File: src/rtl/seq_detect_param.sv
// Serial pattern detector: matches a qualified bit stream against a programmable
// PAT_W-bit pattern, with overlap control, a saturating match counter and a registered match.
module seq_detect_param #(
    parameter int PAT_W = 4,
    parameter int CNT_W = 8
) (
    input  logic             clk_i,
    input  logic             rst_i,
    input  logic             cfg_load_i,
    input  logic [PAT_W-1:0] pattern_i,
    input  logic             overlap_i,
    input  logic             valid_i,
    input  logic             data_i,
    input  logic             clear_i,
    output logic             match_o,
    output logic             match_q_o,
    output logic [CNT_W-1:0] match_cnt_o,
    output logic             cnt_sat_o
);

    localparam int FILL_W = $clog2(PAT_W);
    localparam logic [FILL_W-1:0] FILL_FULL = FILL_W'(PAT_W - 1);

    logic [PAT_W-2:0]  hist;
    logic [FILL_W-1:0] fill;
    logic [PAT_W-1:0]  pat_q;
    logic              ovl_q;
    logic [CNT_W-1:0]  cnt_q;
    logic              sat_q;
    logic              match_q;

    logic              accept;
    logic              full;
    logic [PAT_W-1:0]  window;
    logic [CNT_W-1:0]  cnt_inc;

    // window is the candidate pattern: stored history followed by the current bit
    assign accept  = valid_i & ~cfg_load_i & ~clear_i;
    assign full    = (fill == FILL_FULL);
    assign window  = {hist, data_i};
    assign cnt_inc = cnt_q + CNT_W'(1);

    // Gated by rst_i so the combinational match drops the moment reset asserts.
    assign match_o = rst_i & accept & full & (window == pat_q);

    always_ff @(posedge clk_i or negedge rst_i) begin
        if (!rst_i) begin
            hist    <= '0;
            fill    <= '0;
            pat_q   <= '0;
            ovl_q   <= 1'b0;
            cnt_q   <= '0;
            sat_q   <= 1'b0;
            match_q <= 1'b0;
        end else begin
            match_q <= match_o;
            if (cfg_load_i) begin
                pat_q <= pattern_i;
                ovl_q <= overlap_i;
                hist  <= '0;
                fill  <= '0;
            end
            if (clear_i) begin
                hist  <= '0;
                fill  <= '0;
                cnt_q <= '0;
                sat_q <= 1'b0;
            end else if (accept) begin
                if (match_o && !ovl_q) begin
                    // Non-overlapping: the matched bits cannot seed the next match.
                    hist <= '0;
                    fill <= '0;
                end else begin
                    hist <= window[PAT_W-2:0];
                    if (!full) begin
                        fill <= fill + FILL_W'(1);
                    end
                end
                if (match_o && !(&cnt_q)) begin
                    cnt_q <= cnt_inc;
                    if (&cnt_inc) begin
                        sat_q <= 1'b1;
                    end
                end
            end
        end
    end

    assign match_q_o   = match_q;
    assign match_cnt_o = cnt_q;
    assign cnt_sat_o   = sat_q;

endmodule
File: config.mk
export PLATFORM = sky130hd
export DESIGN_NAME = seq_detect_param
export DESIGN_NICKNAME = d
export VERILOG_FILES = /design/src/rtl/seq_detect_param.sv
export SDC_FILE = /design/constraint.sdc
export NUM_CORES = 1
export LEC_CHECK = 0
export BUFFER_PORTS_ARGS = -buffer_cell sky130_fd_sc_hd__buf_2
export CAP_MARGIN = 20
export CORE_MARGIN = 4
export CORE_UTILIZATION = 47
export CTS_CLUSTER_DIAMETER = 100
export DETAILED_ROUTE_END_ITERATION = 6
export GPL_TIMING_DRIVEN = 0
export PLACE_DENSITY = 0.73
export SLEW_MARGIN = 20
export SYNTH_ARGS = -nofsm -noshare
export SYNTH_HDL_FRONTEND = slang
export SYNTH_SLANG_ARGS = --single-unit
File: constraint.sdc
create_clock -name clk_i -period 1.79 [get_ports clk_i]
set_input_delay 0.0895 -clock clk_i [delete_from_list [all_inputs] [get_ports clk_i]]
set_output_delay 0.0895 -clock clk_i [all_outputs]
set_load 0.02 [all_outputs]
-- Word level (Yosys, flattened, before mapping)
Cells that the tools add are included.
- bits in registers: 20
- latch bits: 0
- bits in writable memories: 0
- bits in read-only memories: 0
- input bits: 11
- output and inout port bits: 11
- logic and storage cells: 46
- memories: 0
- $add $sub $neg: 2
- $mul: 0
- div/mod/pow operators: 0
- order comparisons: 0
- equality and inequality tests: 2
- shift operators: 0
- multiplexer cells: 16
- bitwise logic cells: 7
- reduce and logical (&&, ||, !) cells: 12
- operators with widths (cell ; number):
    2-to-1 mux 8 bit ; 3
    AND reduction 8 bit ; 2
    2-to-1 mux 3 bit ; 4
    2-to-1 mux 2 bit ; 5
    adder 8 x 1 -> 8 bit (second input constant) ; 1
    nonzero test 2 bit ; 3
    bitwise AND 1 bit ; 5
    equality test 4 bit ; 1
    2-to-1 mux 1 bit ; 4
    AND reduction 3 bit ; 1
    nonzero test 3 bit ; 1
    adder 2 x 1 -> 2 bit (second input constant) ; 1
    equality test 2 bit (second input constant) ; 1
    logical AND 1 bit ; 2
    zero test 1 bit ; 2
    inverter 1 bit ; 2
    AND reduction 2 bit ; 1

-- Longest topological paths before layout
- word-level depth: 10
- depth in mapped cells: 6
- mapped depth without buffers: 6

-- Worst setup path after synthesis
OpenSTA, ideal clock, no wires.
- path kind: reg-to-reg
- from: reg cnt_q[0], in the netlist match_cnt_o[0]
- to: reg cnt_q[6], in the netlist match_cnt_o[6]
- setup time: 77 ps
- data arrival time: 1971 ps
- data required time: 1713 ps
- path slack: -258 ps
- cell stages (with the launch flop): 7
- path buffers: 0
- clock period less this slack: 2048 ps
- path through: dfrtp_1 ha_1 nand3_1 nor3_1 or4_4 or4_1 a21oi_1
- word-level cells in the longest chain between the ends: 5
- elaborated cells between the ends (all ways): 9
- classes of those cells: 1 x add/sub; 3 x mux; 5 x reduce/logical
- ends and longest elaborated chain (item ; line ; RTL):
    from (decl) ; 28 ; logic [CNT_W-1:0] cnt_q;
    from (signal assigned) ; 80 ; cnt_q <= cnt_inc;
    parallel branches: the longest is 5 deep, another holds adder 8 x 1 -> 8 bit ; n/a ;
Parallel ways; which one is timed is not known. The select of a mux whose other input is x is not followed.
A chain may end at the register's enable or synchronous reset.

-- Worst setup path after layout
Same ends and word-level chain as after synthesis.

==> flow_summary.toml <==
[detailed_routing]
firstDrtPassIters = 4
met3_length_um = 140
top_layer = "met4"
wl_per_cell_um = 15.5
drt_wl_total_um = 2610
via_per_inst = 5.76
wl_met2_um = 1280
drc_errors = 0
routed-via-count = 968
drt_iter0_markers = 12
wl_met1_um = 1150
final_antenna_net_count = 0

[sta]
layout_setup_ws_ns = -0.120
finalMaxSlewViolations = 0
rsz0062_at_grt = "true"
final-hold-violation-count = 0
finalCritPeriodShare = 1.07
min_period_ns = 1.91
finalSetupViolCount = 4
relSlewSlack = 0.409
tightest_slew_ns = 0.884
fmax_ghz = 0.524
fin_worst_skew_ns = 0.00363

[synth]
yosys_warnings = 0
synth_cell_types = 31
syn_inst = 105
async_flop_share = 1.00
syn_area_per_cell_sq_um = 10.2
seq_area_frac_synth = 0.469
syn-num-nets = 119
synthFlopType = "dfrtp_1"
netlist_area_sq_um = 1070
synth-seq-cells = 20
synth_edf_count = 0

[grt]
grt_max_degree = 21
globalRouteTotalUtil = 0.165
grt-ovfl-total = 0
first_global_vias = 908
grt_pass1_wl_um = 4130
antenna_found_initial = 0

[floorplanning]
die_w_um = 55.6
die_area_sq_um = 3090
core-area_sq_um = 2060
ios = 22
row_count = 16
start_util = 0.517
die_h_um = 55.6

[final_layout]
final_cells = 168
area_growth_pct = 35.0
utilization = 0.698
multiInputGateArea_sq_um = 623
final_common_cell = "buf_2"
area.sequential_sq_um = 503
drive_gt1_frac = 0.433
fin_nets = 156
fillerInstances = 158
fin_area_sq_um = 1440
final_cell_mix = "buf_2, dfrtp_1, buf_4"
antenna_cells = 0

[flow_run]
maxCapViolCount = 0

[power]
power.density_nw_per_um2 = 652
fin_total_pwr_mw = 0.939
power_leakage_nw = 0.657
peakVddDrop_uv = 443

[place]
place_area_sq_um = 1220
place_ws_ns = -0.334
numPortBuffers = 18
placedCellCount = 150
dp_hpwl_um = 1640
gp_congestion = 0.820

[outcome]
outcome = "complete, but fails checks"
violations = "setup timing"

[worst_setup_path]
crit_arrival_ns = 2.16
cp-start-kind = "flop"
rr_startpoint = "match_cnt_o[0]"
endpoint_kind = "flop"
crit_type = "flop to flop"
path_max_fanout = 6
startpoint = "match_cnt_o[0]"
crit_required_ns = 2.04

[hold_path]
hold_start = "overlap_i"
hp-class = "input pin to flop"

[clock_tree]
clkLatencyLatePin_ns = 0.31
cts_tree = "built"
clock-root-buffer = "clkbuf_4"
ctsLongestPathBuffers = 2
cts_max_level = 1
cts.reportedPaths.clkPinSlew_ns = 0.12
cts_buffers = 3
cts.sinks = 20
==> routing by layer <==
layer / track usage / vias to the layer above
met1: 0.210 / 474
li1: - / 457
met2: 0.274 / 31
met4: 0.0590 / 0
met3: 0.0394 / 6
met5: 0 / -
==> cell usage after synthesis, types with 2 or more instances <==
library cell | number | area share
ha_1 | 3 | 0.035
nand2_1 | 8 | 0.028
a21oi_1 | 3 | 0.014
or3_1 | 2 | 0.012
inv_1 | 3 | 0.011
a31oi_1 | 5 | 0.029
o21ai_0 | 4 | 0.019
xnor2_1 | 6 | 0.049
nand3_1 | 7 | 0.033
and3_1 | 2 | 0.012
mux2_2 | 6 | 0.063
nor3_1 | 6 | 0.028
nor2b_1 | 6 | 0.035
a221o_1 | 2 | 0.019
buf_2 | 3 | 0.014
dfrtp_1 | 20 | 0.47
nor2_1 | 4 | 0.014
a21o_1 | 2 | 0.014
==> stage by stage <==
stage | setup TNS, ns | hold WS, ns
global route | -0.777 | 0.00283
global placement | -1.58 | 0.0644
floorplan | -0.0647 | -0.206
CTS | -0.237 | 0.00614
detailed placement | -1.66 | 0.0719
finish | -0.303 | 0.00898
==> registers in the layout (all words and copies together), names as in the netlist <==
name,count
pat_q,4
fill,2
cnt_sat_o,1
match_cnt_o,8
hist,3
ovl_q,1
match_q_o,1
==> power by group <==
group          internal [mW]  total (mW)  switching, mW
clock                  0.226       0.378          0.152
combinational         0.0423      0.0858         0.0434
sequential             0.465       0.475        0.00997
==> kinds of logic after synthesis <==
family | synth area share
compound gates | 0.149
flops | 0.469
fa+ha+maj | 0.0352
simple gates | 0.209
xor+xnor | 0.0493
mux | 0.0634
buf+inv | 0.0246
==> worst max-delay path, cell delays in order (launching register included) <==
cell,delay [ns]
dfrtp_2,0.48
ha_4,0.20
nand3_4,0.11
nor3_4,0.07
or4_4,0.43
or4_4,0.43
a21oi_2,0.14
==> final timing paths <==
kind	slack, ns	cells after the start	to
max in group asynchronous	0.74	2	match_cnt_o[1]
min reg2reg	0.51	1	fill[0]
min	0.009	2	ovl_q
max reg2reg	-0.12	6	match_cnt_o[6]
max	-0.12	6	match_cnt_o[6]
min in group asynchronous	0.45	2	fill[1]
==> final cells by class <==
class	instances	area share
inverter	3	0.00783
tap	27	0.0235
clock buffer	3	0.0157
timing repair buffer	32	0.139
clock inverter	1	0.0209
buffer	3	0.0104
sequential	20	0.350
multi-input combinational	79	0.433
==> what timing repair did <==
item | 4_1_cts | 5_1_grt
endpoints found under the setup margin | 9 | 14
pin swaps | 4 | 6
hold buffers | 2 | 0
gates resized for setup | 5 | 7
hold endpoints to repair | 21 | 0
setup buffers | 7 | 5
(Power assumes the default switching activity.)
